**src/rtl/lcd_pkg.sv**
```systemverilog
// Shared types and constants for the HD44780 character-LCD controller.
package lcd_pkg;

    typedef enum logic [2:0] {
        PWR_WAIT = 3'd0,
        IDLE     = 3'd1,
        SETUP    = 3'd2,
        PULSE    = 3'd3,
        HOLD     = 3'd4,
        WAIT     = 3'd5
    } lcd_state_e;

    localparam int unsigned BYTE_LSB = 0;
    localparam int unsigned BYTE_MSB = 7;
    localparam int unsigned RS_BIT   = 8;
    localparam int unsigned REQ_BIT  = 9;
    localparam int unsigned BLON_BIT = 30;
    localparam int unsigned ON_BIT   = 31;

    // Power-up command sequence, entry 0 first: function set, display on, clear, entry mode.
    localparam logic [3:0][7:0] INIT_ROM = {8'h06, 8'h01, 8'h0C, 8'h38};

    // Clear and return-home take far longer to execute than any other command.
    function automatic logic is_long_cmd(input logic rs, input logic [7:0] cmd);
        return (rs == 1'b0) && (cmd >= 8'h01) && (cmd <= 8'h03);
    endfunction

endpackage

```
**src/rtl/lcd_delay_cnt.sv**
```systemverilog
// Loadable down-counter; done is high once the count has reached zero.
module lcd_delay_cnt #(
    parameter int unsigned     W       = 8,
    parameter logic [W-1:0]    RST_VAL = '0
) (
    input  logic         clk_i,
    input  logic         rst_ni,
    input  logic         load,
    input  logic [W-1:0] load_val,
    output logic         done
);

    logic [W-1:0] cnt_r;

    // Load on request, otherwise count down and park at zero.
    always_ff @(posedge clk_i or negedge rst_ni) begin
        if (!rst_ni) begin
            cnt_r <= RST_VAL;
        end else if (load) begin
            cnt_r <= load_val;
        end else if (cnt_r != '0) begin
            cnt_r <= cnt_r - W'(1);
        end else begin
            cnt_r <= cnt_r;
        end
    end

    assign done = (cnt_r == '0);

endmodule

```
**src/rtl/lcd_ctrl.sv**
```systemverilog
// Write-only HD44780 controller: power-up init, then one timed bus write per toggle request.
module lcd_ctrl
    import lcd_pkg::*;
#(
    parameter int unsigned PWR_CYC   = 750_000,
    parameter int unsigned SETUP_CYC = 2,
    parameter int unsigned PULSE_CYC = 12,
    parameter int unsigned HOLD_CYC  = 2,
    parameter int unsigned EXEC_CYC  = 2_000,
    parameter int unsigned CLR_CYC   = 82_000
) (
    input  logic        clk_i,
    input  logic        rst_ni,
    input  logic [31:0] io_lcd_i,
    output logic [7:0]  lcd_data_o,
    output logic        lcd_rs_o,
    output logic        lcd_rw_o,
    output logic        lcd_en_o,
    output logic        lcd_on_o,
    output logic        lcd_blon_o,
    output logic        lcd_busy_o
);

    localparam int unsigned MAX_01  = (PWR_CYC > SETUP_CYC) ? PWR_CYC : SETUP_CYC;
    localparam int unsigned MAX_23  = (PULSE_CYC > HOLD_CYC) ? PULSE_CYC : HOLD_CYC;
    localparam int unsigned MAX_45  = (EXEC_CYC > CLR_CYC) ? EXEC_CYC : CLR_CYC;
    localparam int unsigned MAX_A   = (MAX_01 > MAX_23) ? MAX_01 : MAX_23;
    localparam int unsigned MAX_CYC = (MAX_A > MAX_45) ? MAX_A : MAX_45;
    localparam int unsigned CNT_W   = ($clog2(MAX_CYC) < 1) ? 1 : $clog2(MAX_CYC);

    // The counter holds N-1 so that a state loaded with it lasts exactly N cycles.
    localparam logic [CNT_W-1:0] PWR_LOAD   = CNT_W'(PWR_CYC - 32'd1);
    localparam logic [CNT_W-1:0] SETUP_LOAD = CNT_W'(SETUP_CYC - 32'd1);
    localparam logic [CNT_W-1:0] PULSE_LOAD = CNT_W'(PULSE_CYC - 32'd1);
    localparam logic [CNT_W-1:0] HOLD_LOAD  = CNT_W'(HOLD_CYC - 32'd1);
    localparam logic [CNT_W-1:0] EXEC_LOAD  = CNT_W'(EXEC_CYC - 32'd1);
    localparam logic [CNT_W-1:0] CLR_LOAD   = CNT_W'(CLR_CYC - 32'd1);

    lcd_state_e       state_r, state_s;
    logic             ack_tgl_r, ack_tgl_s;
    logic [7:0]       data_r, data_s;
    logic             rs_r, rs_s;
    logic             init_act_r, init_act_s;
    logic [1:0]       init_idx_r, init_idx_s;
    logic             en_r, on_r, blon_r, busy_r;
    logic             pend_s;
    logic             load_s;
    logic [CNT_W-1:0] load_val_s;
    logic             cnt_done_s;
    logic             unused_s;

    assign pend_s   = io_lcd_i[REQ_BIT] ^ ack_tgl_r;
    assign unused_s = ^io_lcd_i[29:10];

    lcd_delay_cnt #(
        .W       (CNT_W),
        .RST_VAL (PWR_LOAD)
    ) u_delay (
        .clk_i    (clk_i),
        .rst_ni   (rst_ni),
        .load     (load_s),
        .load_val (load_val_s),
        .done     (cnt_done_s)
    );

    // Next-state, request acceptance and init sequencing.
    always_comb begin
        state_s    = state_r;
        ack_tgl_s  = ack_tgl_r;
        data_s     = data_r;
        rs_s       = rs_r;
        init_act_s = init_act_r;
        init_idx_s = init_idx_r;
        case (state_r)
            PWR_WAIT: begin
                if (cnt_done_s) begin
                    state_s    = SETUP;
                    init_act_s = 1'b1;
                    init_idx_s = 2'd0;
                    data_s     = INIT_ROM[0];
                    rs_s       = 1'b0;
                end else begin
                    state_s = PWR_WAIT;
                end
            end
            IDLE: begin
                if (pend_s) begin
                    state_s   = SETUP;
                    ack_tgl_s = io_lcd_i[REQ_BIT];
                    data_s    = io_lcd_i[BYTE_MSB:BYTE_LSB];
                    rs_s      = io_lcd_i[RS_BIT];
                end else begin
                    state_s = IDLE;
                end
            end
            SETUP: begin
                if (cnt_done_s) state_s = PULSE;
                else            state_s = SETUP;
            end
            PULSE: begin
                if (cnt_done_s) state_s = HOLD;
                else            state_s = PULSE;
            end
            HOLD: begin
                if (cnt_done_s) state_s = WAIT;
                else            state_s = HOLD;
            end
            WAIT: begin
                if (!cnt_done_s) begin
                    state_s = WAIT;
                end else if (init_act_r && (init_idx_r != 2'd3)) begin
                    state_s    = SETUP;
                    init_idx_s = init_idx_r + 2'd1;
                    data_s     = INIT_ROM[init_idx_r + 2'd1];
                    rs_s       = 1'b0;
                end else begin
                    state_s    = IDLE;
                    init_act_s = 1'b0;
                end
            end
            default: begin
                state_s    = PWR_WAIT;
                init_act_s = 1'b0;
                init_idx_s = 2'd0;
            end
        endcase
    end

    // Delay for the state being entered; the wait length follows the command just sent.
    always_comb begin
        load_val_s = '0;
        case (state_s)
            PWR_WAIT: load_val_s = PWR_LOAD;
            SETUP:    load_val_s = SETUP_LOAD;
            PULSE:    load_val_s = PULSE_LOAD;
            HOLD:     load_val_s = HOLD_LOAD;
            WAIT: begin
                if (is_long_cmd(rs_r, data_r)) load_val_s = CLR_LOAD;
                else                           load_val_s = EXEC_LOAD;
            end
            default:  load_val_s = '0;
        endcase
    end

    assign load_s = (state_s != state_r);

    // State, handshake and all output registers.
    always_ff @(posedge clk_i or negedge rst_ni) begin
        if (!rst_ni) begin
            state_r    <= PWR_WAIT;
            ack_tgl_r  <= 1'b0;
            data_r     <= 8'h00;
            rs_r       <= 1'b0;
            init_act_r <= 1'b0;
            init_idx_r <= 2'd0;
            en_r       <= 1'b0;
            on_r       <= 1'b0;
            blon_r     <= 1'b0;
            busy_r     <= 1'b1;
        end else begin
            state_r    <= state_s;
            ack_tgl_r  <= ack_tgl_s;
            data_r     <= data_s;
            rs_r       <= rs_s;
            init_act_r <= init_act_s;
            init_idx_r <= init_idx_s;
            en_r       <= (state_s == PULSE);
            on_r       <= io_lcd_i[ON_BIT];
            blon_r     <= io_lcd_i[BLON_BIT];
            busy_r     <= (state_s != IDLE) | (io_lcd_i[REQ_BIT] ^ ack_tgl_s);
        end
    end

    assign lcd_data_o = data_r;
    assign lcd_rs_o   = rs_r;
    assign lcd_rw_o   = 1'b0;
    assign lcd_en_o   = en_r;
    assign lcd_on_o   = on_r;
    assign lcd_blon_o = blon_r;
    assign lcd_busy_o = busy_r;

endmodule

```
**config.mk**
```make
export PLATFORM = sky130hd
export DESIGN_NAME = lcd_ctrl
export DESIGN_NICKNAME = d
export VERILOG_FILES = /design/src/rtl/lcd_pkg.sv /design/src/rtl/lcd_delay_cnt.sv /design/src/rtl/lcd_ctrl.sv
export SDC_FILE = /design/constraint.sdc
export NUM_CORES = 1
export LEC_CHECK = 0
export CORE_MARGIN = 4
export CORE_UTILIZATION = 52
export DETAILED_ROUTE_END_ITERATION = 10
export HOLD_SLACK_MARGIN = 0.12
export PLACE_DENSITY = 0.83
export REMOVE_ABC_BUFFERS = 1
export SLEW_MARGIN = 20
export SYNTH_ARGS = -nofsm -noshare
export SYNTH_HDL_FRONTEND = slang
export SYNTH_SLANG_ARGS = --single-unit
```
**constraint.sdc**
```tcl
create_clock -name clk_i -period 2.4 [get_ports clk_i]
set_input_delay 0.24 -clock clk_i [delete_from_list [all_inputs] [get_ports clk_i]]
set_output_delay 0.24 -clock clk_i [all_outputs]
set_load 0.01 [all_outputs]
```
# Word level (Yosys, flattened, before mapping)
# Cells that the tools add are included.
# totals
word_cells	86
romBits	0
mem_count	0
regBits	40
latch_bits	0
input_bits	34
out_inout_bits	14
ramBits	0
# op_classes
bitwise_logic	5
eq_ne	17
n_mux	34
shift	0
magnitude_cmp	3
n_addsub	2
n_reduce_logical	14
n_mul	0
div	0
# ops
cell	count
20-bit one-hot mux with 4 select lines	1
20-bit 2-to-1 mux	2
8-bit 2-to-1 mux	5
8-bit one-hot mux with 3 select lines	1
20-bit logical NOT	1
20-bit nonzero test	1
20-bit by 1-bit subtractor with 20-bit output, second input constant	1
3-bit one-hot mux with 6 select lines	1
17-bit 2-to-1 mux	1
8-bit binary-select mux with 2-bit select	1
3-bit by 2-bit equality test with 1-bit output, second input constant	4
3-bit equality test, second input constant	4
2-bit 2-to-1 mux	6
2-bit != test, second input constant	6
1-bit 2-to-1 mux	11
8-bit by 1-bit >= comparator with 1-bit output, second input constant	1
8-bit by 2-bit less-or-equal comparator with 1-bit output, second input constant	1
4-bit AND reduction	2
3-bit logical NOT	2
3-bit 2-to-1 mux	2
1-bit one-hot mux with 3 select lines	2
2-bit one-hot mux with 3 select lines	1
5-bit AND reduction	1
4-bit OR reduction	1
12 further kinds	16

# Depth between registers and ports, before layout
# Gate-level depths: netlist of run 1.
# depth
ltp_word	9
mapped_depth	9
ltp_nobuf	7

# Hierarchy
# From an unflattened synthesis of run 1, not the netlist that was laid out.
# hier_totals
cells_unflattened	259
area_unflattened_um2	2442.3
# modules_own_cells
module	area_per_inst_um2	seq_area_each_um2	instances	cells_each
lcd_ctrl	1223.7	501.7	1	136
lcd_delay_cnt	1218.7	516.7	1	123

# Worst setup path after synthesis of run 1
# OpenSTA, ideal clock, no wires.
# synth_path
kind	reg-to-reg
start	register u_delay.cnt_r[0]
end	register u_delay.cnt_r[6]
setup_ps	125
path_slack_ps	205
required_time_ps	2275
n_path_buf	1
arrival_time_ps	2070
stages_incl_launch_ff	9
synth_period_minus_slack_ps	2195
path_cell_list	dfstp_2 > inv_1 > ha_1 > nor4b_1 > and4_2 > buf_4 > a311o_1 > o31a_1 > mux2_2
# synth_via
elab_chain_cells	7
word_cells_on_any_way	20
classes_between	1 x add/sub; 5 x eq/ne; 9 x mux; 5 x reduce/logical
# synth_lines
item	line	text
start, declared	lcd_delay_cnt.sv:13	logic [W-1:0] cnt_r;
start signal, assigned	lcd_delay_cnt.sv:20	cnt_r <= load_val;
start signal, assigned	lcd_delay_cnt.sv:22	cnt_r <= cnt_r - W'(1);
start signal, assigned	lcd_delay_cnt.sv:24	cnt_r <= cnt_r;
20-bit logical NOT	lcd_delay_cnt.sv:28	assign done = (cnt_r == '0);
3-bit 2-to-1 mux, or another cell as far along	lcd_ctrl.sv:109	if (!cnt_done_s) begin
3-bit one-hot mux with 6 select lines	lcd_ctrl.sv:74	case (state_r)
3-bit equality test / 3-bit by 2-bit equality test with 1-bit output (equally long branches)	lcd_ctrl.sv:132	case (state_s)
2-bit OR reduction (no source line)	--	
20-bit one-hot mux with 4 select lines	lcd_ctrl.sv:132	
20-bit 2-to-1 mux	lcd_delay_cnt.sv:19	end else if (load) begin
# Parallel ways exist; a longest one is shown, timed or not. The select of a mux whose other input is x is not followed.
# A chain may end at the register's enable or synchronous reset.

# Worst setup path after layout of run 1
# layout_path
start	register u_delay.cnt_r[1]
end	register busy_r, in the netlist lcd_busy_o
# layout_via
elab_chain_cells	5
word_cells_on_any_way	9
classes_between	1 x eq/ne; 6 x mux; 1 x bitwise; 1 x reduce/logical
# layout_lines
item	line	text
20-bit logical NOT (*)	lcd_delay_cnt.sv:28	
3-bit 2-to-1 mux, or another cell as far along	lcd_ctrl.sv:109	
3-bit one-hot mux with 6 select lines (*)	lcd_ctrl.sv:74	
named net state_s[0]	lcd_ctrl.sv:39	lcd_state_e state_r, state_s;
3-bit by 1-bit != test with 1-bit output (*)	lcd_ctrl.sv:170	busy_r <= (state_s != IDLE) | (io_lcd_i[REQ_BIT] ^ ack_tgl_s);
1-bit OR (*)	lcd_ctrl.sv:170	
end signal, assigned	lcd_ctrl.sv:170	
end, declared	lcd_ctrl.sv:45	logic en_r, on_r, blon_r, busy_r;
# Mark *: on every way through the listed nets, which the timed path passes. The rest lies on a longest branch.

==> out/qor.csv, run 1 <==
stage,metric,value,unit
status,status,completed,
placed_design,Placed Area,2840,µm²
global_route,grt total ovfl,0,
floorplan,Die H,76.4,µm
global_route,GRT Total Usage,0.208,
synth,Mapped Cells,252,
synth,ranking of synthesized cells by area,"dfrtp_1 27%, dfstp_2 15%, xor2_1 3.6%, mux2_2 3.2%, o21ai_0 3.1%",
global_route,largest net degree at the start of global routing,41,
timing,Min Hold Slack,0.376,ns
placed_design,DP Wirelength,4370,µm
pwr,worst vdd ir,0.305,mV
routing,First DRT Iteration DRCs,158,
routing,DRC,0,
worst_setup_path,launch point of the worst path,u_delay.cnt_r[1],
timing,fin crit period,2.26,ns
worst_setup_path,WP data required,2.62,ns
layout,Syn-to-layout area delta,22.0,%
clock_network,CTS sink cnt,40,
floorplan,Ports,48,
clock_network,clk root buf,clkbuf_8,
synth,predominant post-synthesis flop cell,dfrtp_1,
worst_setup_path,Worst R2R Start,u_delay.cnt_r[1],
worst_setup_path,Critical Path AT,2.49,ns
synth,Post-synth EDFFs,0,
pwr,Leakage,1.21,nW
floorplan,Die Wd,76.4,µm
floorplan,Initial Utilization,0.548,
flow_run,Max-cap violations,0,
layout,share of layout cells above drive strength 1,0.210,
placed_design,placed cells,338,
timing,setup TNS,0,ns
timing,Setup-failing EPs final,0,
timing,RSZ-0062 raised after global routing,false,
worst_setup_path,highest net fanout along the worst path,7,
synth,Synth Register Bits,40,
routing,Post-DRT Antenna Nets,0,
synth,Post-synth ARST share,1.00,
worst_setup_path,nature of the critical path endpoint,flop,
timing,fmax,442,MHz
routing,vias per inst,6.23,
synth,Mean Syn Cell Area,9.66,µm²
clock_network,total CTS buffers,5,
worst_hold_path,class of the worst hold path,in -> reg,
routing,DR vias,2161,
pwr,Pwr Density,436,nW/µm²
layout,post-route cell area,2970,µm²
placed_design,RD Place Congestion,0.918,
global_route,vias in the first global route,2150,
timing,worst-margin pin slew,0.880,ns
routing,DRT Wirelength,5940,µm
placed_design,Port Buffer Count,26,
clock_network,CTS H-tree depth,2,
clock_network,Max Buffers Root-to-Sink,2,
worst_setup_path,critical path class,reg -> reg,
global_route,initial antenna violation count,0,
synth,synth warn,0,
synth,"Seq/Total Area, Yosys",0.418,
synth,Yosys top cell by area,dfrtp_1,
synth,top cell type's share of synthesized area,0.267,
worst_hold_path,Hold Startpoint,io_lcd_i[30],
clock_network,clock-pin slew on the worst setup and hold paths,0.08,ns
layout,post-route insts no fill,347,
timing,Setup Skew,0.00605,ns
synth,Post-Syn Area,2430,µm²
layout,"most common cell after layout, fill and taps aside",dfrtp_1,
synth,"Distinct cells, synth",62,
timing,Final Hold Fails,0,
clock_network,worst-skew pair later-pin latency,0.30,ns
clock_network,CTS tree,yes,
timing,headroom to the max-slew limit,0.413,
global_route,first-pass GRT wire length,9870,µm
layout,"leading cell types in the layout, fill and taps excluded","26 x dfrtp_1, 25 x clkdlybuf4s50_1, 19 x nor2_1, 19 x buf_4, 16 x nand2_1",
floorplan,Die ar.,5840,µm²
routing,routed length per instance,17.1,µm
layout,"Core Util, Final",0.668,
routing,DR pass1 iterations,4,
worst_setup_path,startpoint types,flop,
layout,Ant. Diodes,0,
timing,fin crit share,0.943,
timing,pins over their slew limit,0,
floorplan,row cnt,24,
layout,Nets,333,
floorplan,core box area,4440,µm²
==> critical path, stage by stage, from the launching register on <==
cell and delay [ns]:
dfstp_2 0.39, inv_1 0.08, ha_1 0.16, nor4b_2 0.31
and4_2 0.40, buf_4 0.19, mux2i_1 0.07, o22ai_1 0.23
or3b_1 0.36
==> layout make-up <==
class                      instances  area, µm²
clock buffer                       5       68.8
clock inverter                     3       42.5
fill                             347       1470
inverter                           9       33.8
multi-input combinational        191       1310
sequential                        40       1020
tap                               52       65.1
timing repair buffer              47        428
==> Yosys cell counts (4+ instances only) <==
cell	n
dfrtp_1	26
nor3_1	7
a31oi_1	8
xnor2_1	6
inv_1	8
o31ai_1	5
nor2_1	19
nand2_1	16
nand3_1	8
and4_2	4
o21ai_0	15
xor2_1	10
ha_1	5
mux2_2	7
a21oi_1	13
clkbuf_1	5
o21bai_1	4
dfstp_2	14
==> cells by family (layout without fill, tap and decap cells) <==
| group | count (synthesis) | after routing | synth area share |
|---|---|---|---|
| buf+inv | 21 | 64 | 0.0468 |
| fa+ha+maj | 5 | 5 | 0.0257 |
| flops | 40 | 40 | 0.418 |
| compound gates | 74 | 74 | 0.206 |
| other cells | 1 | 1 | 0.00154 |
| mux | 9 | 9 | 0.0406 |
| simple gates | 86 | 86 | 0.204 |
| xor+xnor | 16 | 16 | 0.0576 |
==> state kept, by name, summed over array words and instances (netlist names), 2 cells and up <==
signal and flops:
init_idx_r 2, lcd_data_o 8, state_r 3, u_delay.cnt_r 20
==> where the power goes <==
part | total, W | internal [W] | switching (W)
registers | 0.000682 | 0.000679 | 0.00000305
logic | 0.0000624 | 0.0000339 | 0.0000285
clock network | 0.000550 | 0.000308 | 0.000243
total | 0.00129 | 0.00102 | 0.000274
==> stage by stage <==
stage               setup WS [ns]  total power (W)
finish                      0.136          0.00129
global route               0.0544          0.00135
CTS                         0.140          0.00131
detailed placement        -0.0380         0.000756
global placement           0.0808         0.000755
floorplan                   0.120         0.000709
==> what timing repair did <==
action                                 4_1_cts  5_1_grt
hold buffers                                 1        0
endpoints found under the hold margin       26        0
resized for setup                            1        1
setup endpoints to repair                    3        2
setup buffers                                0        0
==> final timing paths <==
path,to,slack (ns),cells past startpoint
setup / recovery,lcd_busy_o,0.14,8
hold / removal,lcd_blon_o,0.38,1
setup reg to reg,lcd_busy_o,0.14,8
hold reg to reg,lcd_data_o[0],0.54,1
max in group asynchronous,state_r[2],1.26,2
min in group asynchronous,u_delay.cnt_r[9],0.60,2
==> layer usage <==
layer,up-vias,global-route usage,routed length (µm),share of wire
met3,10,0.0414,303,0.051
met4,0,0.0688,82,0.014
met1,1053,0.264,2620,0.44
met5,-,0,0,0
li1,1016,-,-,-
met2,82,0.354,2930,0.49
Note: power is estimated with default switching activity, not from simulation.
==> inputs of run 2 (changes only) <==
SLEW_MARGIN = 15   (was 20)
==> results of run 2 <==
The final DEF is identical to that of run 1; final timing and power are the same.
==> inputs of run 3 (changes only) <==
SKIP_LAST_GASP = 1   (was unset)
==> results of run 3 <==
The final DEF is identical to that of run 1; final timing and power are the same.
